--- src/rtl/multicycle_ctrl_pkg.sv ---
// Shared definitions for the multi-cycle RV32I control FSM: opcodes,
// FSM state encodings, datapath mux encodings and the opcode class bundle.
package multicycle_ctrl_pkg;

  // Major opcodes, ir[6:2]; the immediate generator keys off the same values
  localparam logic [4:0] OP_LOAD   = 5'b00000;
  localparam logic [4:0] OP_FENCE  = 5'b00011;
  localparam logic [4:0] OP_ARITHI = 5'b00100;
  localparam logic [4:0] OP_AUIPC  = 5'b00101;
  localparam logic [4:0] OP_STORE  = 5'b01000;
  localparam logic [4:0] OP_ARITHR = 5'b01100;
  localparam logic [4:0] OP_LUI    = 5'b01101;
  localparam logic [4:0] OP_BRANCH = 5'b11000;
  localparam logic [4:0] OP_JALR   = 5'b11001;
  localparam logic [4:0] OP_JAL    = 5'b11011;
  localparam logic [4:0] OP_SYSTEM = 5'b11100;

  // Every 32-bit RV32I encoding carries 2'b11 in its two lowest bits
  localparam logic [1:0] QUADRANT_32 = 2'b11;

  // Controller states; the register is 3 bits wide, so 6 and 7 are unused
  typedef enum logic [2:0] {
    S_FETCH  = 3'd0,
    S_DECODE = 3'd1,
    S_EXEC   = 3'd2,
    S_MEM    = 3'd3,
    S_WB     = 3'd4,
    S_HALT   = 3'd5
  } state_t;

  // Next-PC source select
  typedef enum logic [1:0] {
    PC_PLUS4 = 2'b00,
    PC_IMM   = 2'b01,
    PC_ALU   = 2'b10
  } pc_sel_t;

  // Register file write-back source select
  typedef enum logic [1:0] {
    WB_ALU = 2'b00,
    WB_MEM = 2'b01,
    WB_PC4 = 2'b10,
    WB_IMM = 2'b11
  } wb_sel_t;

  // One-hot-ish classification of the current instruction
  typedef struct packed {
    logic is_load;
    logic is_store;
    logic is_branch;
    logic is_jal;
    logic is_jalr;
    logic is_alu_reg;
    logic is_alu_imm;
    logic is_lui;
    logic is_auipc;
    logic is_fence;
    logic is_sys;
    logic is_illegal;
  } op_class_t;

  // Extract the major opcode field from an instruction word
  function automatic logic [4:0] ir_opcode(input logic [31:0] instr);
    return instr[6:2];
  endfunction

endpackage

--- src/rtl/multicycle_ctrl_if.sv ---
// Control bundle between the FSM and the datapath/memory port.
// The controller is the master: it consumes status and drives every enable/select.
interface multicycle_ctrl_if;

  // Status from the datapath and memory
  logic [31:0] ir;
  logic        branch_taken;
  logic        mem_ready;

  // Datapath enables and selects
  logic        pc_we;
  logic [1:0]  pc_sel;
  logic        ir_we;
  logic        ab_we;
  logic        alu_a_sel;
  logic        alu_b_sel;
  logic        mem_req;
  logic        mem_we;
  logic        mem_addr_sel;
  logic        rf_we;
  logic [1:0]  wb_sel;

  // Core status
  logic        instr_done;
  logic        halted;
  logic        illegal;

  modport master (
    input  ir, branch_taken, mem_ready,
    output pc_we, pc_sel, ir_we, ab_we, alu_a_sel, alu_b_sel,
           mem_req, mem_we, mem_addr_sel, rf_we, wb_sel,
           instr_done, halted, illegal
  );

  modport slave (
    output ir, branch_taken, mem_ready,
    input  pc_we, pc_sel, ir_we, ab_we, alu_a_sel, alu_b_sel,
           mem_req, mem_we, mem_addr_sel, rf_we, wb_sel,
           instr_done, halted, illegal
  );

endinterface

--- src/rtl/multicycle_ctrl_decode.sv ---
// Opcode classifier: turns the instruction word into a set of class flags.
// Anything outside the supported RV32I subset is flagged illegal.
module multicycle_ctrl_decode
  import multicycle_ctrl_pkg::*;
(
  input  logic [31:0] ir,
  output op_class_t   op
);

  logic [4:0] opcode;
  logic       unused_ir_fields;

  assign opcode = ir_opcode(ir);

  // Register/immediate fields belong to the datapath, not the controller
  assign unused_ir_fields = ^ir[31:7];

  // Classify the opcode; a wrong quadrant overrides everything else
  always_comb begin
    op = '0;
    if (ir[1:0] != QUADRANT_32) begin
      op.is_illegal = 1'b1;
    end else begin
      case (opcode)
        OP_LOAD:   op.is_load    = 1'b1;
        OP_STORE:  op.is_store   = 1'b1;
        OP_BRANCH: op.is_branch  = 1'b1;
        OP_JAL:    op.is_jal     = 1'b1;
        OP_JALR:   op.is_jalr    = 1'b1;
        OP_ARITHR: op.is_alu_reg = 1'b1;
        OP_ARITHI: op.is_alu_imm = 1'b1;
        OP_LUI:    op.is_lui     = 1'b1;
        OP_AUIPC:  op.is_auipc   = 1'b1;
        OP_FENCE:  op.is_fence   = 1'b1;
        OP_SYSTEM: op.is_sys     = 1'b1;
        default:   op.is_illegal = 1'b1;
      endcase
    end
  end

endmodule

--- src/rtl/multicycle_ctrl.sv ---
// Main control FSM of the multi-cycle RV32I core.
// One instruction at a time walks FETCH -> DECODE -> EXEC -> (MEM) -> (WB).
// Fetch and load/store share one memory port, so both use the same
// mem_req/mem_ready handshake; a raised request is held until mem_ready.
// Outputs are Mealy: they depend on state, the decoded IR, branch_taken and
// mem_ready, so zero-wait memory completes in the cycle the request is made.
module multicycle_ctrl
  import multicycle_ctrl_pkg::*;
#(
  parameter logic [2:0] RESET_STATE = 3'd0
) (
  input  logic                clk,
  input  logic                rst,
  multicycle_ctrl_if.master   bus
);

  state_t    state;
  state_t    state_nxt;
  op_class_t op;
  logic      illegal_q;
  logic      illegal_set;

  // Raw combinational controls, gated by reset before leaving the block
  logic       pc_we_c;
  pc_sel_t    pc_sel_c;
  logic       ir_we_c;
  logic       ab_we_c;
  logic       alu_a_sel_c;
  logic       alu_b_sel_c;
  logic       mem_req_c;
  logic       mem_we_c;
  logic       mem_addr_sel_c;
  logic       rf_we_c;
  wb_sel_t    wb_sel_c;
  logic       instr_done_c;

  multicycle_ctrl_decode u_decode (
    .ir (bus.ir),
    .op (op)
  );

  // State register; reset lands in FETCH from any state, including mid-access
  always_ff @(posedge clk or posedge rst) begin
    if (rst) begin
      state <= state_t'(RESET_STATE);
    end else begin
      state <= state_nxt;
    end
  end

  // Halt cause: set only when DECODE rejects an instruction, cleared by reset
  always_ff @(posedge clk or posedge rst) begin
    if (rst) begin
      illegal_q <= 1'b0;
    end else if (illegal_set) begin
      illegal_q <= 1'b1;
    end
  end

  // Next-state and datapath control decode
  always_comb begin
    state_nxt      = state;
    illegal_set    = 1'b0;
    pc_we_c        = 1'b0;
    pc_sel_c       = PC_PLUS4;
    ir_we_c        = 1'b0;
    ab_we_c        = 1'b0;
    alu_a_sel_c    = 1'b0;
    alu_b_sel_c    = 1'b0;
    mem_req_c      = 1'b0;
    mem_we_c       = 1'b0;
    mem_addr_sel_c = 1'b0;
    rf_we_c        = 1'b0;
    wb_sel_c       = WB_ALU;
    instr_done_c   = 1'b0;

    case (state)
      S_FETCH: begin
        mem_req_c      = 1'b1;
        mem_addr_sel_c = 1'b0;
        if (bus.mem_ready) begin
          ir_we_c   = 1'b1;
          state_nxt = S_DECODE;
        end
      end

      S_DECODE: begin
        ab_we_c = 1'b1;
        if (op.is_illegal) begin
          illegal_set = 1'b1;
          state_nxt   = S_HALT;
        end else if (op.is_sys) begin
          state_nxt = S_HALT;
        end else begin
          state_nxt = S_EXEC;
        end
      end

      S_EXEC: begin
        if (op.is_alu_reg) begin
          state_nxt = S_WB;
        end else if (op.is_alu_imm) begin
          alu_b_sel_c = 1'b1;
          state_nxt   = S_WB;
        end else if (op.is_load || op.is_store) begin
          alu_b_sel_c = 1'b1;
          state_nxt   = S_MEM;
        end else if (op.is_lui) begin
          state_nxt = S_WB;
        end else if (op.is_auipc) begin
          alu_a_sel_c = 1'b1;
          alu_b_sel_c = 1'b1;
          state_nxt   = S_WB;
        end else if (op.is_branch) begin
          pc_we_c      = 1'b1;
          pc_sel_c     = bus.branch_taken ? PC_IMM : PC_PLUS4;
          instr_done_c = 1'b1;
          state_nxt    = S_FETCH;
        end else if (op.is_jal) begin
          rf_we_c      = 1'b1;
          wb_sel_c     = WB_PC4;
          pc_we_c      = 1'b1;
          pc_sel_c     = PC_IMM;
          instr_done_c = 1'b1;
          state_nxt    = S_FETCH;
        end else if (op.is_jalr) begin
          alu_b_sel_c  = 1'b1;
          rf_we_c      = 1'b1;
          wb_sel_c     = WB_PC4;
          pc_we_c      = 1'b1;
          pc_sel_c     = PC_ALU;
          instr_done_c = 1'b1;
          state_nxt    = S_FETCH;
        end else if (op.is_fence) begin
          pc_we_c      = 1'b1;
          pc_sel_c     = PC_PLUS4;
          instr_done_c = 1'b1;
          state_nxt    = S_FETCH;
        end else begin
          // Only reachable if IR changed under us after DECODE; stop safely
          illegal_set = 1'b1;
          state_nxt   = S_HALT;
        end
      end

      S_MEM: begin
        mem_req_c      = 1'b1;
        mem_addr_sel_c = 1'b1;
        mem_we_c       = op.is_store;
        if (bus.mem_ready) begin
          if (op.is_store) begin
            pc_we_c      = 1'b1;
            pc_sel_c     = PC_PLUS4;
            instr_done_c = 1'b1;
            state_nxt    = S_FETCH;
          end else begin
            state_nxt = S_WB;
          end
        end
      end

      S_WB: begin
        rf_we_c      = 1'b1;
        pc_we_c      = 1'b1;
        pc_sel_c     = PC_PLUS4;
        instr_done_c = 1'b1;
        if (op.is_load) begin
          wb_sel_c = WB_MEM;
        end else if (op.is_lui) begin
          wb_sel_c = WB_IMM;
        end else begin
          wb_sel_c = WB_ALU;
        end
        state_nxt = S_FETCH;
      end

      S_HALT: begin
        state_nxt = S_HALT;
      end

      default: begin
        state_nxt = S_FETCH;
      end
    endcase
  end

  // While reset is high the state already reads FETCH; gating keeps an
  // abandoned fetch from presenting a request or strobing any enable.
  assign bus.mem_req      = mem_req_c    & ~rst;
  assign bus.mem_we       = mem_we_c     & ~rst;
  assign bus.ir_we        = ir_we_c      & ~rst;
  assign bus.ab_we        = ab_we_c      & ~rst;
  assign bus.pc_we        = pc_we_c      & ~rst;
  assign bus.rf_we        = rf_we_c      & ~rst;
  assign bus.instr_done   = instr_done_c & ~rst;
  assign bus.mem_addr_sel = mem_addr_sel_c;
  assign bus.alu_a_sel    = alu_a_sel_c;
  assign bus.alu_b_sel    = alu_b_sel_c;
  assign bus.pc_sel       = pc_sel_c;
  assign bus.wb_sel       = wb_sel_c;
  assign bus.halted       = (state == S_HALT);
  assign bus.illegal      = illegal_q;

endmodule

--- src/flat_wrapper.sv ---
// flat-port wrapper written by rule: the top's interface ports become plain ports
module multicycle_ctrl_flat import multicycle_ctrl_pkg::*;
#(
  parameter logic [2:0] RESET_STATE = 3'd0
)
  (clk, rst, bus_ir, bus_branch_taken, bus_mem_ready, bus_pc_we, bus_pc_sel, bus_ir_we, bus_ab_we, bus_alu_a_sel, bus_alu_b_sel, bus_mem_req, bus_mem_we, bus_mem_addr_sel, bus_rf_we, bus_wb_sel, bus_instr_done, bus_halted, bus_illegal);
  multicycle_ctrl_if bus_i ();
  input  logic clk;
  input  logic rst;
  input wire logic [$bits(bus_i.ir)-1:0] bus_ir;
  input wire logic [$bits(bus_i.branch_taken)-1:0] bus_branch_taken;
  input wire logic [$bits(bus_i.mem_ready)-1:0] bus_mem_ready;
  output wire logic [$bits(bus_i.pc_we)-1:0] bus_pc_we;
  output wire logic [$bits(bus_i.pc_sel)-1:0] bus_pc_sel;
  output wire logic [$bits(bus_i.ir_we)-1:0] bus_ir_we;
  output wire logic [$bits(bus_i.ab_we)-1:0] bus_ab_we;
  output wire logic [$bits(bus_i.alu_a_sel)-1:0] bus_alu_a_sel;
  output wire logic [$bits(bus_i.alu_b_sel)-1:0] bus_alu_b_sel;
  output wire logic [$bits(bus_i.mem_req)-1:0] bus_mem_req;
  output wire logic [$bits(bus_i.mem_we)-1:0] bus_mem_we;
  output wire logic [$bits(bus_i.mem_addr_sel)-1:0] bus_mem_addr_sel;
  output wire logic [$bits(bus_i.rf_we)-1:0] bus_rf_we;
  output wire logic [$bits(bus_i.wb_sel)-1:0] bus_wb_sel;
  output wire logic [$bits(bus_i.instr_done)-1:0] bus_instr_done;
  output wire logic [$bits(bus_i.halted)-1:0] bus_halted;
  output wire logic [$bits(bus_i.illegal)-1:0] bus_illegal;
  assign bus_i.ir = bus_ir;
  assign bus_i.branch_taken = bus_branch_taken;
  assign bus_i.mem_ready = bus_mem_ready;
  assign bus_pc_we = bus_i.pc_we;
  assign bus_pc_sel = bus_i.pc_sel;
  assign bus_ir_we = bus_i.ir_we;
  assign bus_ab_we = bus_i.ab_we;
  assign bus_alu_a_sel = bus_i.alu_a_sel;
  assign bus_alu_b_sel = bus_i.alu_b_sel;
  assign bus_mem_req = bus_i.mem_req;
  assign bus_mem_we = bus_i.mem_we;
  assign bus_mem_addr_sel = bus_i.mem_addr_sel;
  assign bus_rf_we = bus_i.rf_we;
  assign bus_wb_sel = bus_i.wb_sel;
  assign bus_instr_done = bus_i.instr_done;
  assign bus_halted = bus_i.halted;
  assign bus_illegal = bus_i.illegal;
  multicycle_ctrl #(.RESET_STATE(RESET_STATE)) u_core (.clk(clk), .rst(rst), .bus(bus_i));
endmodule
--- config.mk ---
export PLATFORM = sky130hd
export DESIGN_NAME = multicycle_ctrl_flat
export DESIGN_NICKNAME = d
export VERILOG_FILES = /design/src/rtl/multicycle_ctrl_pkg.sv /design/src/rtl/multicycle_ctrl_if.sv /design/src/rtl/multicycle_ctrl_decode.sv /design/src/rtl/multicycle_ctrl.sv /design/src/flat_wrapper.sv
export SDC_FILE = /design/constraint.sdc
export NUM_CORES = 1
export LEC_CHECK = 0
export BUFFER_PORTS_ARGS = -buffer_cell sky130_fd_sc_hd__buf_2
export CAP_MARGIN = 20
export CORE_UTILIZATION = 35
export DETAILED_ROUTE_END_ITERATION = 10
export MAX_ROUTING_LAYER = met4
export PLACE_DENSITY = 0.82
export REMOVE_ABC_BUFFERS = 1
export SYNTH_ARGS = -nofsm -noshare
export SYNTH_HDL_FRONTEND = slang
export SYNTH_HIERARCHICAL = 1
export SYNTH_SLANG_ARGS = --single-unit
--- constraint.sdc ---
create_clock -name clk -period 2.4 [get_ports clk]
set_clock_uncertainty 0.15 [all_clocks]
set_input_delay 0.48 -clock clk [delete_from_list [all_inputs] [get_ports clk]]
set_output_delay 0.48 -clock clk [all_outputs]
set_load 0.1 [all_outputs]
[Word level (Yosys, flattened, before mapping)]
Index checks and enable logic that the tools add are counted.
Word-level totals
  register bits after elaboration: 4
  bits in latches: 0
  RAM bits: 0
  memory bits (read-only): 0
  input port bits: 36
  output and inout port bits: 16
  word-level logic and storage cells: 134
  memories kept: 0
Operators by class
  add/sub/neg operators: 0
  multipliers: 0
  divide/modulo/power cells: 0
  order comparisons: 0
  eq/ne operators: 18
  shift operators: 0
  muxes and demuxes: 101
  bitwise operators: 7
  reduce and logical (&&, ||, !) cells: 6
Operator list (count)
  1-bit two-way mux: 63
  3-bit two-way mux: 14
  2-bit two-way mux: 18
  5-bit == test (second input constant): 4
  5-bit by 4-bit == test with 1-bit output (second input constant): 3
  3-bit one-hot mux with 5 select lines: 1
  11-bit two-way mux: 1
  11-bit OR reduction: 1
  5-bit by 3-bit == test with 1-bit output (second input constant): 2
  1-bit bitwise AND: 6
  3-bit by 2-bit == test with 1-bit output (second input constant): 2
  3-bit == test (second input constant): 2
  2-bit inequality test (second input constant): 3
  5-bit by 2-bit == test with 1-bit output (second input constant): 1
  5-bit logical NOT: 1
  1-bit one-hot mux with 2 select lines: 2
  2-bit one-hot mux with 2 select lines: 1
  3-bit by 1-bit == test with 1-bit output (second input constant): 1
  3-bit logical NOT: 1
  1-bit one-hot mux with 3 select lines: 1
  2-bit AND reduction: 1
  2-bit OR reduction: 1
  1-bit logical OR: 1
  1-bit NOT: 1

[Logic depth before layout (Yosys ltp)]
Gate-level depths: netlist of run 1.
  depth in word-level cells: 14
  gate-level depth with buffers: 7
  mapped depth without buffers: 7

[Modules after synthesis]
Netlist of run 1, hierarchy kept.
Modules (own cells, without submodules)
  multicycle_ctrl: times used 1, cells an instance 68, area an instance 500.5 um^2, seq. area each 100.1 um^2
  multicycle_ctrl_decode: times used 1, cells an instance 25, area an instance 166.4 um^2, seq. area each 0.0 um^2

[Worst setup path after synthesis of run 1]
No wires, ideal clock.
  path type: register to output
  start point: reg u_core.state[2]
  end point: out bus_pc_we
  data arrival time: 4.275 ns
  required time: 1.770 ns
  path slack: -2.505 ns
  cell stages (with the launch flop): 7
  path buffers: 2
  cells stage by stage: dfrtp_1 -> clkbuf_1 -> nand2b_1 -> nor2_1 -> a31oi_1 -> a21oi_1 -> buf_4
Between the ends
  cells in the longest elaborated chain, start to end: 3
  elaborated cells between the ends (all ways): 5
  those cells by class: 3 x eq/ne; 1 x mux; 1 x bitwise
Ends and longest elaborated chain
  start, declared: line multicycle_ctrl.sv:17  | state_t state;
  start signal, assigned: line multicycle_ctrl.sv:45  | state <= state_t'(RESET_STATE);
  start signal, assigned: line multicycle_ctrl.sv:47  | state <= state_nxt;
  3-bit == test or 3-bit by 2-bit == test with 1-bit output (tied branches)
  1-bit one-hot mux with 3 select lines *
  1-bit bitwise AND *
  end, declared: line flat_wrapper.sv:13  | output wire logic [$bits(bus_i.pc_we)-1:0] bus_pc_we;
Mark *: on every way between the ends. The rest lies on a longest branch, timed or not.

==> flow_metrics.tcl, run 1 <==
set metrics [dict create \
    vias_per_cell 5.95 \
    root_buffer "clkbuf_4" \
    power_density_mw_per_mm2 568 \
    synth.top_cells.by_area "dfrtp_1 (15%), nor2_1 (9.6%), nor3_1 (5.3%)" \
    violations "setup timing" \
    drt-initial-drc-count 25 \
    postSynthCellCount 93 \
    hold_buffers 0 \
    post-route-util_pct 83.0 \
    drv_slew 0 \
    grt-ovfl-total 0 \
    row_count 15 \
    grt_usage_pct 33.4 \
    r2r_start "u_core/state[1]$_DFFE_PP0P_" \
    grt_max_degree 11 \
    cp-end-kind "output pin" \
    die_x_um 45.7 \
    route.vias.total 1089 \
    comb_power_share_pct 76.8 \
    p_clk_share_pct 11.7 \
    synth_area_um2 667 \
    async_reset_ff_share_pct 100 \
    tritoncts "built" \
    finalNetCount 196 \
    setup_violations 11 \
    grt_pass1_vias 1070 \
    grt_pass1_wl_um 4690 \
    synth-seq-cells 4 \
    ant_nets 0 \
    synth_area_per_cell_um2 7.17 \
    finalWirelength_um 3330 \
    cp-start-kind "primary input" \
    holdWs_ns 0.109 \
    critPathArrivalTime_ns 2.10 \
    drtPass1Iterations 4 \
    fin_crit_ns 2.73 \
    io_pins 52 \
    maxClockFrequency_ghz 0.366 \
    switchingPower_mw 0.488 \
    r2r_end "u_core/state[0]$_DFFE_PP0P_" \
    worst_pin_slew_ns 0.486 \
    cap_violations 0 \
    cts.htree.levels 1 \
    fin_setup_tns_ns -2.67 \
    swShare_pct 58.7 \
    outcome "finished with violations" \
    place_ws_ns -0.461 \
    core_mm2 0.00176 \
    criticalPathCategory "primary input to output pin" \
    die_area_mm2 0.00208 \
    synth_cell_type_count 42 \
    hold_path.class "primary input to async pin" \
    synth_edf_count 0 \
    io_buffers 26 \
    seqPwrFrac_pct 11.5 \
    r2r_setup_slack_ns 0.75 \
    drive_gt1_share_pct 63.3 \
    ff2ff_path_depth 6 \
    syn_to_final_growth_pct 120 \
    setup_slack_ns -0.335 \
    yosysTopAreaCellShare_pct 15.0 \
    antenna-diode-count 0 \
    cts_buffer_depth 2 \
    clkLatencyLatePin_ns 0.27 \
    final_hold_viol_count 0 \
    fin_crit_sh_pct 114 \
    required_ns 1.77 \
    p_leak_nw 0.649 \
    synth_flop_cell "dfrtp_1" \
    cp_max_fo 5 \
    gp_congestion 0.890 \
    yosysMostFrequentCell "nor2_1" \
    grt_antenna_before_repair 0 \
    cts_sinks 4 \
    ir_worst_vdd_mv 0.469 \
    yosys_warnings 6 \
    route.detailed.drc 0 \
    internal_power_mw 0.344 \
    rsz0062_at_grt "yes" \
    start_util_pct 37.8 \
    n_fill_cell 124 \
    ys_top_cells_by_count "nor2_1 (17), nor3_1 (7), nand2_1 (6)" \
    dp_hpwl_um 1910 \
    max_slew_margin_pct 67.8 \
    chipHeight_um 45.7 \
    synth_seq_area_share_pct 15.0 \
    yosysTopAreaCell "dfrtp_1" \
    cts.reportedPaths.clkPinSlew_ns 0.05 \
    numCtsBuffers 3 \
    wl_per_cell_um 18.2 \
]
## metal layers
layer / routed length [µm] / GRT usage, % / share of wire, % / up-vias
met5: 0 / - / 0 / -
met1: 1130 / 28.8 / 34 / 502
met2: 1780 / 61.1 / 53 / 77
met3: 222 / 6.35 / 6.7 / 26
li1: - / - / - / 484
met4: 197 / 27.3 / 5.9 / 0
## state kept, by name, summed over array words and instances (netlist names)
| signal | count |
|---|---|
| u_core/bus.illegal | 1 |
| u_core/state | 3 |
## kinds of logic (layout without fill, tap and decap cells)
| family | Yosys count | after routing | synth area share [%] |
|---|---|---|---|
| mux | 1 | 1 | 1.50 |
| compound gates | 23 | 23 | 24.6 |
| flops | 4 | 4 | 15.0 |
| xor+xnor | 1 | 1 | 1.31 |
| simple gates | 56 | 56 | 51.4 |
| buf+inv | 8 | 73 | 6.19 |
## cell usage in the layout (no fill, tap or decap), types with 2 or more instances in the layout
| master | synthesis | routed |
|---|---|---|
| o21ai_0 | 4 | 4 |
| nor2_2 | 0 | 3 |
| a31oi_1 | 2 | 2 |
| nor2_1 | 17 | 10 |
| a21oi_1 | 5 | 3 |
| clkbuf_4 | 0 | 4 |
| nand2_1 | 6 | 4 |
| and4_1 | 2 | 2 |
| buf_2 | 0 | 12 |
| dfrtp_1 | 4 | 4 |
| o21a_1 | 2 | 2 |
| nor3_2 | 2 | 2 |
| buf_6 | 1 | 9 |
| inv_1 | 4 | 4 |
| nand2b_1 | 2 | 2 |
| buf_4 | 1 | 34 |
| nor3_4 | 1 | 3 |
| and3_1 | 3 | 2 |
| buf_12 | 0 | 9 |
| and3_4 | 0 | 2 |
| nor3_1 | 7 | 5 |
| or4_4 | 1 | 2 |
| nor2_4 | 0 | 4 |
## timing repair
action	CTS	global route
setup endpoints to repair	11	11
pin swaps	12	7
gates resized for setup	42	12
endpoints found under the hold margin	0	0
setup buffers	6	8
## power groups by stage
stage	registers [mW]	clock network, mW	logic (mW)
2_1_floorplan	0.124	0	0.368
3_3_place_gp	0.0947	0	0.545
3_5_place_dp	0.0968	0	0.562
4_1_cts	0.0958	0.0935	0.590
5_1_grt	0.0962	0.103	0.661
6_report	0.0954	0.0973	0.639
## critical path: stages
cell and delay, ns:
buf_2 0.11, nand2_4 0.08, buf_4 0.10, nor2_1 0.05, and4_1 0.23, nor2_2 0.25, nand3_4 0.16, o41ai_4 0.41
buf_12 0.22
## worst max path at each step
stage	from	to	slack, ns
2_1_floorplan	u_core/state[2]$_DFFE_PP0P_	bus_instr_done	-3.25
3_3_place_gp	bus_ir[4]	bus_instr_done	-0.42
3_5_place_dp	bus_ir[0]	bus_pc_we	-0.46
4_1_cts	bus_ir[3]	bus_alu_b_sel	-0.29
5_1_grt	u_core/state[0]$_DFFE_PP0P_	bus_rf_we	-0.38
6_report	bus_ir[1]	bus_rf_we	-0.33
## metrics by stage
stage	area [µm²]	std cells	total power [mW]
global placement	1120	166	0.640
CTS	1360	175	0.779
finish	1460	183	0.831
detailed placement	1120	166	0.659
floorplan	641	89	0.492
global route	1460	183	0.861
## layout make-up
| cell class | instances | area (µm²) | share of cell area [%] |
|---|---|---|---|
| Sequential cell | 4 | 100 | 6.84 |
| Multi-Input combinational cell | 81 | 676 | 46.2 |
| Timing Repair Buffer | 66 | 619 | 42.3 |
| Tap cell | 25 | 31.3 | 2.14 |
| Clock buffer | 3 | 22.5 | 1.54 |
| Inverter | 4 | 15.0 | 1.03 |
Note: power is estimated with default switching activity, not from simulation.
==> inputs of run 2 (changes only) <==
==> constraint.sdc (replaced) <==
create_clock -name clk -period 2.4 [get_ports clk]
set_clock_uncertainty 0.15 [all_clocks]
set_input_delay 0.12 -clock clk [delete_from_list [all_inputs] [get_ports clk]]
set_output_delay 0.12 -clock clk [all_outputs]
set_load 0.1 [all_outputs]
==> flow_metrics.tcl, run 2 (synthesized netlist as in run 1, its figures left out) <==
set metrics [dict create \
    n_fill_cell 192 \
    gp_congestion 0.869 \
    internal_power_mw 0.297 \
    route.detailed.drc 0 \
    cts_buffer_depth 2 \
    numCtsBuffers 3 \
    tritoncts "built" \
    fin_crit_sh_pct 96.4 \
    setup_violations 0 \
    cts.htree.levels 1 \
    grt_max_degree 11 \
    r2r_end "u_core/bus.illegal$_DFFE_PP0P_" \
    ant_nets 0 \
    root_buffer "clkbuf_4" \
    r2r_start "u_core/state[0]$_DFFE_PP0P_" \
    cp_num_buf_inv 1 \
    cpLargestDelayFamily "simple AND/OR/NAND/NOR gates" \
    numPlacedInstances 146 \
    crit_end "bus_instr_done" \
    cp-start-kind "flip-flop" \
    rsz0062_at_grt "yes" \
    hold_path_depth 4 \
    layout.cells.non_filler 150 \
    r2r_setup_slack_ns 0.80 \
    syn_to_final_growth_pct 43.2 \
    finalNetCount 163 \
    startpoint "u_core/state[0]$_DFFE_PP0P_" \
    regArea_um2 100 \
    drv_slew 0 \
    dp_hpwl_um 1560 \
    crit_cells 5 \
    regMostFlops "u_core/state" \
    criticalPathCategory "flip-flop to output pin" \
    cap_violations 0 \
    grt-ovfl-total 0 \
    cts.reportedPaths.clkPinSlew_ns 0.04 \
    setup_slack_ns 0.0862 \
    slowest_delay_ns 0.42 \
    cp-end-kind "output pin" \
    comb_power_share_pct 75.2 \
    cts_resized 0 \
    finalWirelength_um 1950 \
    outcome "complete, no violations" \
    grt_pass1_wl_um 3080 \
    cts_setup_buffers 0 \
    max_slew_margin_pct 67.7 \
    fin_crit_ns 2.31 \
    grt_usage_pct 20.9 \
    chipHeight_um 45.7 \
    start_util_pct 37.8 \
    multi_input_area_um2 526 \
    total_power_mw 0.736 \
    crit_slowest_cell "or3b_4" \
    ff2ff_path_depth 4 \
    hold_path.class "primary input to flip-flop" \
    fin_setup_tns_ns 0 \
    vias_per_cell 5.65 \
    critPathArrivalTime_ns 2.04 \
    die_x_um 45.7 \
    drtPass1Iterations 4 \
    switchingPower_mw 0.440 \
    largest_reg_flops 3 \
    row_count 15 \
    drt-initial-drc-count 18 \
    cp_max_fo 5 \
    io_buffers 26 \
    crit_chain "or3b_4, nor3_4, nand4_1, a21oi_1, buf_12" \
    p_leak_nw 0.421 \
    seqPwrFrac_pct 13.0 \
    die_area_mm2 0.00208 \
    route.vias.total 847 \
    antenna-diode-count 0 \
    io_pins 52 \
    swShare_pct 59.7 \
    ir_worst_vdd_mv 0.394 \
    grt_antenna_before_repair 0 \
    final_hold_viol_count 0 \
    wl_per_cell_um 13.0 \
    core_mm2 0.00176 \
    worst_pin_slew_ns 0.488 \
    layout_commonest_cell "buf_2" \
    p_clk_share_pct 11.8 \
    required_ns 2.13 \
    power_density_mw_per_mm2 771 \
    cts_sinks 4 \
    holdWs_ns 0.185 \
    final_cell_mix "buf_2 (21), nor2_1 (17), nor3_1 (7)" \
    place_ws_ns 0.199 \
    clkLatencyLatePin_ns 0.24 \
    maxClockFrequency_ghz 0.432 \
    grt_pass1_vias 780 \
    drive_gt1_share_pct 37.6 \
]
## run 2: changes by cell type in the layout (fill, tap and decap cells not counted), moves of 2 or more
cell     change
nor2_1       +7
buf_4       -28
and3_4       -2
nor3_1       +2
nor3_4       -2
nor2_2       -3
a21oi_1      +2
nor2_4       -4
buf_6        -9
nand2_1      +2
buf_2        +9
buf_12       -4
## run 2: metrics by stage
stage / area, µm² / util (%)
4_1_cts: 955 / 54.1
3_3_place_gp: 922 / 52.3
3_5_place_dp: 922 / 52.3
2_1_floorplan: 641 / -
5_1_grt: 955 / 54.1
6_report: 955 / 54.1
## run 2: timing repair
| item | CTS | global route |
|---|---|---|
| hold buffers | 1 | 0 |
| endpoints found under the setup margin | 0 | 2 |
| endpoints found under the hold margin | 4 | 0 |
## run 2: per-layer routing
| layer | track usage, % | vias to the layer above | routed length (µm) | share of wire [%] |
|---|---|---|---|---|
| li1 | - | 416 | - | - |
| met1 | 23.3 | 392 | 803 | 41 |
| met2 | 36.3 | 37 | 1000 | 52 |
| met3 | 2.38 | 2 | 131 | 6.7 |
| met4 | 10.3 | 0 | 8 | 0.41 |
| met5 | - | - | 0 | 0 |
## run 2: cell type report
type / count / share of cell area (%)
Clock buffer: 3 / 2.36
Inverter: 4 / 1.57
Multi-Input combinational cell: 81 / 55.0
Sequential cell: 4 / 10.5
Tap cell: 25 / 3.28
Timing Repair Buffer: 33 / 27.3
## run 2: power by group through the flow
stage	sequential [mW]	clock, mW	combinational, mW
floorplan	0.124	0	0.368
global placement	0.0950	0	0.530
detailed placement	0.0967	0	0.545
CTS	0.0958	0.0931	0.551
global route	0.0971	0.0968	0.578
finish	0.0957	0.0865	0.554
## run 2: worst min path at each step
stage	start	end
final	bus_mem_ready	u_core/state[1]$_DFFE_PP0P_
after global routing	bus_mem_ready	u_core/state[1]$_DFFE_PP0P_
after CTS	bus_mem_ready	u_core/state[1]$_DFFE_PP0P_
after detailed placement	rst	u_core/bus.illegal$_DFFE_PP0P_
after global placement	rst	u_core/bus.illegal$_DFFE_PP0P_
after floorplan	rst	u_core/bus.illegal$_DFFE_PP0P_
## run 2: worst min-delay path: stages
cell and delay, ns:
buf_2 0.12, nor2b_1 0.06, o21ai_0 0.17, nand2_1 0.06
